### src/rtl/word_packer_pkg.sv
// Shared types and sizing helpers for the word packer.
package word_packer_pkg;

  // Collecting narrow words, or presenting a finished wide word.
  typedef enum logic {
    COLLECT = 1'b0,
    OUTPUT  = 1'b1
  } state_e;

  // Number of zero pad bits below the lowest slot.
  function automatic int pad_width(input int out_w, input int in_w, input int num_in);
    return out_w - in_w * num_in;
  endfunction

  // Width needed to hold a word count from 0 up to num_in inclusive.
  function automatic int count_width(input int num_in);
    return $clog2(num_in + 1);
  endfunction

endpackage

### src/rtl/word_packer.sv
// Packs NUM_IN narrow words (first word in the top slot) into one wide word,
// with early termination via in_last and valid/ready on both sides.
module word_packer
  import word_packer_pkg::*;
#(
  parameter int IN_W   = 8,
  parameter int NUM_IN = 2,
  parameter int OUT_W  = 32
) (
  input  logic                             clk,
  input  logic                             rst_n,
  input  logic [IN_W-1:0]                  in_data,
  input  logic                             in_valid,
  input  logic                             in_last,
  output logic                             in_ready,
  output logic [OUT_W-1:0]                 out_data,
  output logic [count_width(NUM_IN)-1:0]   out_count,
  output logic                             out_valid,
  input  logic                             out_ready
);

  localparam int CNT_W = count_width(NUM_IN);
  localparam int PAD_W = pad_width(OUT_W, IN_W, NUM_IN);

  // Reject impossible geometries at elaboration.
  generate
    if (NUM_IN < 1) begin : g_bad_num_in
      $error("word_packer: NUM_IN must be at least 1");
    end
    if (PAD_W < 0) begin : g_bad_out_w
      $error("word_packer: OUT_W must be at least IN_W*NUM_IN");
    end
  endgenerate

  state_e             state_q,     state_d;
  logic [CNT_W-1:0]   cnt_q,       cnt_d;
  logic [OUT_W-1:0]   acc_q,       acc_d;
  logic [OUT_W-1:0]   out_data_q,  out_data_d;
  logic [CNT_W-1:0]   out_count_q, out_count_d;

  // State, slot counter, accumulator and the registered output word.
  always_ff @(posedge clk or negedge rst_n) begin
    if (!rst_n) begin
      state_q     <= COLLECT;
      cnt_q       <= '0;
      acc_q       <= '0;
      out_data_q  <= '0;
      out_count_q <= '0;
    end else begin
      state_q     <= state_d;
      cnt_q       <= cnt_d;
      acc_q       <= acc_d;
      out_data_q  <= out_data_d;
      out_count_q <= out_count_d;
    end
  end

  // Next-state: drop accepted words into their slot, close the word on the
  // last slot or on in_last, and clear everything once the sink takes it.
  always_comb begin
    state_d     = state_q;
    cnt_d       = cnt_q;
    acc_d       = acc_q;
    out_data_d  = out_data_q;
    out_count_d = out_count_q;
    in_ready    = 1'b0;
    out_valid   = 1'b0;

    case (state_q)
      COLLECT: begin
        in_ready = 1'b1;
        if (in_valid) begin
          // Slot k sits k words below the top of the output word.
          for (int s = 0; s < NUM_IN; s++) begin
            if (cnt_q == CNT_W'(s)) begin
              acc_d[OUT_W-1-s*IN_W -: IN_W] = in_data;
            end
          end
          cnt_d = cnt_q + CNT_W'(1);
          if (in_last || (cnt_q == CNT_W'(NUM_IN - 1))) begin
            state_d     = OUTPUT;
            out_data_d  = acc_d;
            out_count_d = cnt_d;
          end
        end
      end
      OUTPUT: begin
        out_valid = 1'b1;
        if (out_ready) begin
          state_d     = COLLECT;
          cnt_d       = '0;
          acc_d       = '0;
          out_data_d  = '0;
          out_count_d = '0;
        end
      end
      default: begin
        state_d = COLLECT;
      end
    endcase
  end

  assign out_data  = out_data_q;
  assign out_count = out_count_q;

endmodule

### config.mk
export PLATFORM = sky130hd
export DESIGN_NAME = word_packer
export DESIGN_NICKNAME = d
export VERILOG_FILES = /design/src/rtl/word_packer_pkg.sv /design/src/rtl/word_packer.sv
export SDC_FILE = /design/constraint.sdc
export NUM_CORES = 1
export LEC_CHECK = 0
export ABC_AREA = 1
export CAP_MARGIN = 20
export CORE_ASPECT_RATIO = 1.2
export CORE_MARGIN = 3
export CORE_UTILIZATION = 54
export CTS_BUF_LIST = sky130_fd_sc_hd__clkbuf_2 sky130_fd_sc_hd__clkbuf_4 sky130_fd_sc_hd__clkbuf_8
export CTS_CLUSTER_DIAMETER = 100
export DETAILED_ROUTE_END_ITERATION = 10
export PLACE_DENSITY = 0.87
export SLEW_MARGIN = 20
export SYNTH_ARGS = -nofsm -noshare
export SYNTH_HDL_FRONTEND = slang
export SYNTH_SLANG_ARGS = --single-unit
### constraint.sdc
create_clock -name clk -period 1.98 [get_ports clk]
set_input_delay 0.396 -clock clk [delete_from_list [all_inputs] [get_ports clk]]
set_output_delay 0.396 -clock clk [all_outputs]
set_load 0.03 [all_outputs]
== Yosys cells after proc, flatten, opt, wreduce, memory -nomap -nowiden ==
Cells that the tools add are included.
Storage, ports and cells
  input bits: 13
  register bits: 53
  logic and storage cells: 36
  output and inout bits: 36
Operators by class
  bitwise gates (word level): 1
  add/sub/neg operators: 1
  equality and inequality tests: 4
  multiplexer cells: 21
  reductions and logical operators: 4
Operators by type and width (number)
  $mux 32: 4
  $pmux 32 s2: 1
  $pmux 16 s2: 1
  $mux 16: 1
  $mux 8: 2
  $mux 2: 4
  $pmux 2 s2: 2
  $ne 2x2->1 const B: 3
  $mux 1: 5
  $reduce_and 3->1: 1
  $add 2x1->2 const B: 1
  $eq 2x1->1 const B: 1
  $logic_not 2->1: 1
  $pmux 1 s2: 1
  $reduce_and 2->1: 1
  $logic_or 1x1->1: 1
  $not 1->1: 1

== Longest topological paths before layout ==
Gate-level depths: netlist (run 1).
  depth in word-level cells: 5
  mapped depth: 10
  depth with buffers taken out: 8

== Worst setup path before layout (run 1) ==
No wires, ideal clock.
  path kind: flip-flop to output port
  start: register state_q
  end: output port in_ready
  path buffers: 1
  arrival: 0.955 ns
  path slack: 0.629 ns
  data required time: 1.584 ns
  stages on the path, launching flop included: 3
  cells stage by stage: dfrtp_1 inv_2 buf_2
On the way
  longest elaborated chain between the ends: 1
RTL lines
  start: declaration: RTL line word_packer.sv:35  | state_e state_q, state_d;
  start signal: assignment: RTL line word_packer.sv:50  | state_q <= state_d;
  $mux 1: RTL line word_packer.sv:69  | case (state_q)
  end: declaration: RTL line word_packer.sv:15  | output logic in_ready,
Every way passes these cells.

== Worst setup path after layout (run 1) ==
Ends and elaborated chain as after synthesis.

==> results of run 1 <==
-- placed cells by master, fill, tap and decap left out, types with 5 or more instances in the layout --
master	Yosys	final
sky130_fd_sc_hd__clkbuf_8	0	5
sky130_fd_sc_hd__nand3_1	18	18
sky130_fd_sc_hd__inv_1	13	13
sky130_fd_sc_hd__buf_4	17	8
sky130_fd_sc_hd__dfrtp_1	37	37
sky130_fd_sc_hd__clkdlybuf4s50_1	0	32
sky130_fd_sc_hd__nor2_1	33	33
sky130_fd_sc_hd__conb_1	1	16
sky130_fd_sc_hd__nand2_1	121	121
-- worst register-to-register path, delay by kind of cell (launching register included) --
| family | cells | cell delay, ps |
|---|---|---|
| adder cells (fa/ha/maj) | 1 | 540 |
| buffers and inverters | 1 | 120 |
| flip-flops | 1 | 380 |
| AND/OR/NAND/NOR | 5 | 380 |
-- cells by family (layout without fill, tap and decap cells) --
| kind of cell | after synthesis | after routing |
|---|---|---|
| AND/OR/NAND/NOR | 173 | 173 |
| buffers and inverters | 44 | 64 |
| flip-flops | 37 | 37 |
| AO/OA/AOI/OAI | 4 | 4 |
| adder cells (fa/ha/maj) | 2 | 2 |
| other | 1 | 16 |
-- synthesized netlist by cell type --
library cell	n	area share (%)
sky130_fd_sc_hd__nand3_1	18	4.7
sky130_fd_sc_hd__nor2_1	33	6.5
sky130_fd_sc_hd__buf_6	2	1.2
sky130_fd_sc_hd__buf_4	17	6.7
sky130_fd_sc_hd__dfrtp_1	37	48
sky130_fd_sc_hd__inv_1	13	2.6
sky130_fd_sc_hd__ha_1	2	1.3
sky130_fd_sc_hd__nand2_4	1	0.59
sky130_fd_sc_hd__inv_2	3	0.59
sky130_fd_sc_hd__nand2_1	121	24
sky130_fd_sc_hd__o21ai_0	3	0.78
sky130_fd_sc_hd__conb_1	1	0.20
sky130_fd_sc_hd__buf_2	8	2.1
sky130_fd_sc_hd__o21ai_2	1	0.46
sky130_fd_sc_hd__clkbuf_2	1	0.26
-- final timing paths --
path	startpoint	to	slack, ps	depth (start not counted)
worst max-delay path	state_q	in_ready	90	2
worst min-delay path	acc_q[20]	acc_q[20]	480	2
worst max register to register	cnt_q[0]	out_data[25]	460	7
worst min register to register	acc_q[20]	acc_q[20]	480	2
max in group asynchronous	rst_n	out_data[26]	1140	2
min in group asynchronous	rst_n	out_count[0]	520	2
-- power by group --
group | switching (mW) | total [mW] | internal [mW] | leakage, nW
Sequential | 0.155 | 1.20 | 1.05 | 0.478
Clock | 0.255 | 0.513 | 0.257 | 0.0484
Combinational | 1.16 | 1.82 | 0.665 | 0.763
Total | 1.57 | 3.53 | 1.97 | 1.29
-- registers in the layout, indices dropped and copies added, names as in the netlist --
register	cells
acc_q	16
cnt_q	2
out_count	2
out_data	16
state_q	1
-- per-layer routing --
metal,track usage (%),wire (um),up-vias
li1,-,-,819
met1,28.27,1687,748
met2,31.73,1910,50
met3,4.745,218,10
met4,10.34,96,0
met5,0,0,-
-- layout make-up --
type	count	area [sq um]	area share, %
Clock inverter	2	10.01	0.4376
Sequential cell	37	925.9	40.48
Inverter	16	60.06	2.626
Clock buffer	6	76.32	3.337
Timing Repair Buffer	40	380.4	16.63
Multi-Input combinational cell	195	788.3	34.46
Tap cell	37	46.29	2.024
==> reports/summary.txt, run 1 <==
run status = complete, no violations
sequential element share of the synthesized area = 48.40%
skew final = 5.255 ps
worst min-delay path category = reg2reg
worst setup slack after layout = 85.13 ps
row count = 23
Period minus WS final = 1895 ps
number of gates resized after CTS = 0
number of CTS-inserted buffers = 5
Worst setup EP type = output pin
clock edge transition at the registers on the reported setup and hold paths = 70 ps
combinational family with the most area after synthesis = simple AND/OR/NAND/NOR gates
critical path startpoint category = flop
Cell Area, Synth = 1913 sq um
worst vdd rail ir drop = 898.8 uV
adder-cell area share of the yosys netlist = 1.308%
count of antenna diodes in the layout = 0
cells along the critical path = inv_2 > clkdlybuf4s50_1
Post-Synth Simple-Gate Area = 35.51%
routed vias/inst = 4.886
static leakage = 1.290 nW
antenna violations before repair = 0
Worst Path Buf+Inv = 2
initial drt markers = 72
clock insertion delay at the later pin of the skew report = 290 ps
number of warning messages in the yosys log = 0
number of fill cells in the layout = 277
first-pass detailed-route iteration total = 4
overall overflow remaining after global route = 0
minimum setup slack after placement = 306.6 ps
number of setup buffers added after CTS = 0
number of top-level design ports = 49
required time reported for the critical path endpoint = 1580 ps
area overhead of the layout relative to synthesis = 19.56%
Post-Place Cells = 325
first-pass GRT wire length = 6893 um
layout cell share with drive strength beyond 1 = 7.095%
non-filler instance count after layout = 333
worst hold margin = 483.7 ps
average routed wire per standard cell = 11.75 um
fin. max-slew vios = 0
number of global-route vias before repair = 1,564
post-synthesis compound-gate area fraction = 1.243%
Power Density = 1545 nW/um^2
highest clock frequency the design can meet = 0.5277 GHz
vertical extent of the die = 71.20 um
RSZ-0062 raised after global routing = no
TNS Setup = 0 ps
post-synthesis register bit count = 37
Die Footprint = 4296 sq um
post-placement cell area = 2201 sq um
final layout net count = 310
cell type group with the largest total delay on the critical path = buffers and inverters
total number of H-tree levels = 2
maximum net fanout on the critical path = 5
critical path class = reg2out
final number of setup-violating endpoints = 0
clock tree from TritonCTS = built
transition time at the pin with the least slew margin = 569.5 ps
initial standard-cell utilization of the core = 56.82%
mean instance size in the synthesized netlist = 7.330 sq um
clock net sink count = 37
post-synthesis cell type count = 15
final count of hold timing violations = 0
via total after detailed routing = 1,627
pin count of the biggest net entering global routing = 38
IO buf count = 32
final antenna-violating net count = 0
fraction of synthesized cell area in xor and xnor cells = 0%
total routing usage reported by global routing = 21.07%
Total Power = 3.535 mW
standard cell with the maximum stage delay on the critical path = sky130_fd_sc_hd__clkdlybuf4s50_1
post-DP HPWL = 2796 um
DRC violation count after routing = 0
delay of the slowest critical-path stage = 680 ps
Layout Cell Area excl Fill = 2287 sq um
Clk Tree Root Cell = sky130_fd_sc_hd__clkbuf_8
Longest Clk Path Bufs = 2
core region area = 3367 sq um
number of buffers inserted for hold repair after clock tree synthesis = 0
period utilization = 95.70%
max cap viols = 0
max_slew headroom = 62.03%
number of standard cells after synthesis = 261
global placer's final weighted congestion = 0.7932
Data arrival, critical path = 1500 ps
routed wire length = 3913 um
core utilization of the finished layout = 67.93%
multiplexer area fraction after synthesis = 0%
Die X = 60.34 um
Note: power is estimated with default switching activity, not from simulation.
==> inputs of run 2 (changes only) <==
--- a/config.mk
+++ b/config.mk
@@ -9,11 +9,11 @@
 export CAP_MARGIN = 20
 export CORE_ASPECT_RATIO = 1.2
 export CORE_MARGIN = 3
-export CORE_UTILIZATION = 54
+export CORE_UTILIZATION = 50
 export CTS_BUF_LIST = sky130_fd_sc_hd__clkbuf_2 sky130_fd_sc_hd__clkbuf_4 sky130_fd_sc_hd__clkbuf_8
 export CTS_CLUSTER_DIAMETER = 100
 export DETAILED_ROUTE_END_ITERATION = 10
-export PLACE_DENSITY = 0.87
+export PLACE_DENSITY = 0.81
 export SLEW_MARGIN = 20
 export SYNTH_ARGS = -nofsm -noshare
 export SYNTH_HDL_FRONTEND = slang
==> constraint.sdc (replaced) <==
create_clock -name clk -period 1.85 [get_ports clk]
set_input_delay 0.37 -clock clk [delete_from_list [all_inputs] [get_ports clk]]
set_output_delay 0.37 -clock clk [all_outputs]
set_load 0.03 [all_outputs]
==> run 2 against run 1 <==
  * Total power grew 7.8%
  * Critical path type unchanged
  * Cell area up 0.93%
  * Count of clock-buffer cells in the layout rose by 1
  * Sequential cell count unchanged
  * Combinational power grew 7%
  * Highest routed layer unchanged
  * Largest power group unchanged
==> reports/summary.txt, run 2 (same netlist as run 1, synthesis figures left out) <==
period utilization = 96.22%
core utilization of the finished layout = 63.01% (-4.9 points)
Worst Path Buf+Inv = 1 (-1)
first-pass detailed-route iteration total = 4 (unchanged)
most frequent standard cell in the layout excluding fill and tap cells = sky130_fd_sc_hd__nand2_1
highest routed metal layer = met4
pin count of the biggest net entering global routing = 38 (unchanged)
fin. max-slew vios = 0 (unchanged)
max cap viols = 0 (unchanged)
final count of hold timing violations = 0 (unchanged)
highest clock frequency the design can meet = 0.5618 GHz
number of CTS-inserted buffers = 5 (unchanged)
IO buf count = 32 (unchanged)
standard cell with the maximum stage delay on the critical path = sky130_fd_sc_hd__clkdlybuf4s50_1
length of routed met3 wiring = 215 um (-1.4%)
number of global-route vias before repair = 1,491 (-4.7%)
required time reported for the critical path endpoint = 1480 ps (-100 ps)
routed wire length = 3939 um (+0.66%)
vertical extent of the die = 73.76 um (+3.6%)
Data arrival, critical path = 1410 ps (-90 ps)
R2R Path Start = state_q
cells along the critical path = clkdlybuf4s50_1
Die Footprint = 4607 sq um (+7.3%)
count of antenna diodes in the layout = 0 (unchanged)
number of fill cells in the layout = 320 (+16%)
clock net sink count = 37 (unchanged)
routed vias/inst = 4.784 (-2.1%)
first-pass GRT wire length = 6486 um (-5.9%)
number of top-level design ports = 49 (unchanged)
Clk Tree Root Cell = sky130_fd_sc_hd__clkbuf_8
Crit. Startpoint = state_q
average routed wire per standard cell = 11.35 um (-3.4%)
delay of the slowest critical-path stage = 700 ps (+20 ps)
clock insertion delay at the later pin of the skew report = 290 ps (about the same)
Longest Clk Path Bufs = 2 (unchanged)
Period minus WS final = 1780 ps
Sequential cell area = 925.9 sq um (unchanged)
run status = complete, no violations
hold_sp = acc_q[30]
TNS Setup = 0 ps (unchanged)
Worst setup EP type = output pin
static leakage = 1.290 nW (about the same)
row count = 24 (+4.3%)
Power Density = 1650 nW/um^2 (+6.8%)
overall overflow remaining after global route = 0 (unchanged)
via total after detailed routing = 1,660 (+2.0%)
number of buffers inserted for hold repair after clock tree synthesis = 0 (unchanged)
critical path class = reg2out
area overhead of the layout relative to synthesis = 20.67%
worst vdd rail ir drop = 533.0 uV (-41%)
initial drt markers = 65 (-9.7%)
worst min-delay path category = reg2reg
highest-count cells in the layout ignoring fill and taps = sky130_fd_sc_hd__nand2_1 (121), sky130_fd_sc_hd__dfrtp_1 (37), sky130_fd_sc_hd__nor2_1 (33), sky130_fd_sc_hd__clkdlybuf4s50_1 (31), sky130_fd_sc_hd__nand3_1 (18)
total routing usage reported by global routing = 17.82% (-3.2 points)
clock edge transition at the registers on the reported setup and hold paths = 70 ps (about the same)
DRC violation count after routing = 0 (unchanged)
total number of H-tree levels = 2 (unchanged)
core region area = 3664 sq um (+8.8%)
global placer's final weighted congestion = 0.8086 (+1.9%)
initial standard-cell utilization of the core = 52.22% (-4.6 points)
final layout net count = 310 (unchanged)
cell type group with the largest total delay on the critical path = buffers and inverters
maximum net fanout on the critical path = 5 (unchanged)
multi-input combinational cell area = 788.3 sq um (unchanged)
skew final = 7.035 ps (+1.780 ps)
routed length on met2 = 1888 um (-1.2%)
antenna violations before repair = 0 (unchanged)
critical path startpoint category = flop
clock tree from TritonCTS = built
post-DP HPWL = 2721 um (-2.7%)
Die X = 62.47 um (+3.5%)
RSZ-0062 raised after global routing = no
layout cell share with drive strength beyond 1 = 6.780% (-0.31 points)
final antenna-violating net count = 0 (unchanged)
met1 layer wirelength in the final routing = 1752 um (+3.9%)
final number of setup-violating endpoints = 0 (unchanged)
-- run 2: cell count changes in the layout (fill, tap and decap cells not counted) --
cell	before	now
sky130_fd_sc_hd__clkinv_2	2	0
sky130_fd_sc_hd__clkbuf_8	5	6
sky130_fd_sc_hd__clkdlybuf4s50_1	32	31
sky130_fd_sc_hd__dlygate4sd2_1	0	1
-- run 2: routing by layer --
layer  track usage, %  vias up
li1                 -      818
met1            19.33      773
met2            32.70       61
met3            4.128        8
met4            9.069        0
met5                0        -
-- run 2: final cells by class --
class | instances | share of cell area (%)
flip-flops and latches | 37 | 40.11
multi-input cells | 195 | 34.15
repair buffers | 40 | 16.42
clock buffers | 7 | 3.902
well taps | 52 | 2.818
inverters | 16 | 2.602
-- run 2: path summary, 6_finish.rpt --
check	to	slack [ps]	depth (start not counted)
setup reg to reg	acc_q[25]	520	4
hold / removal	acc_q[30]	490	2
hold reg to reg	acc_q[30]	490	2
setup / recovery	out_valid	70	1
max in group asynchronous	out_data[20]	1030	2
min in group asynchronous	out_count[0]	500	2
-- run 2: worst register-to-register path: stages (launching register included) --
cell and delay [ps]:
sky130_fd_sc_hd__dfrtp_1 430, sky130_fd_sc_hd__o21ai_2 390, sky130_fd_sc_hd__inv_2 230, sky130_fd_sc_hd__nand2_1 120
sky130_fd_sc_hd__nand2_1 60
-- run 2: where the power goes --
group	leakage [nW]	internal, mW	switching (mW)
Combinational	0.764	0.710	1.24
Sequential	0.478	1.12	0.163
Clock	0.0477	0.310	0.265
-- run 2: timing repair --
action,in CTS,in global routing
setup buffers,0,0
endpoints found under the setup margin,1,0
resized for setup,1,0
-- run 2: per-stage QoR --
stage	setup WS (ps)	std cells	total power [mW]	hold slack [ps]	area, sq um
5_1_grt	22.23	347	4.110	500.6	2308
2_1_floorplan	519.4	276	2.674	74.41	1969
3_5_place_dp	148.6	340	3.248	466.7	2220
4_1_cts	57.97	347	3.832	485.2	2308
3_3_place_gp	185.1	340	3.209	462.9	2220
6_report	69.98	347	3.809	485.6	2308
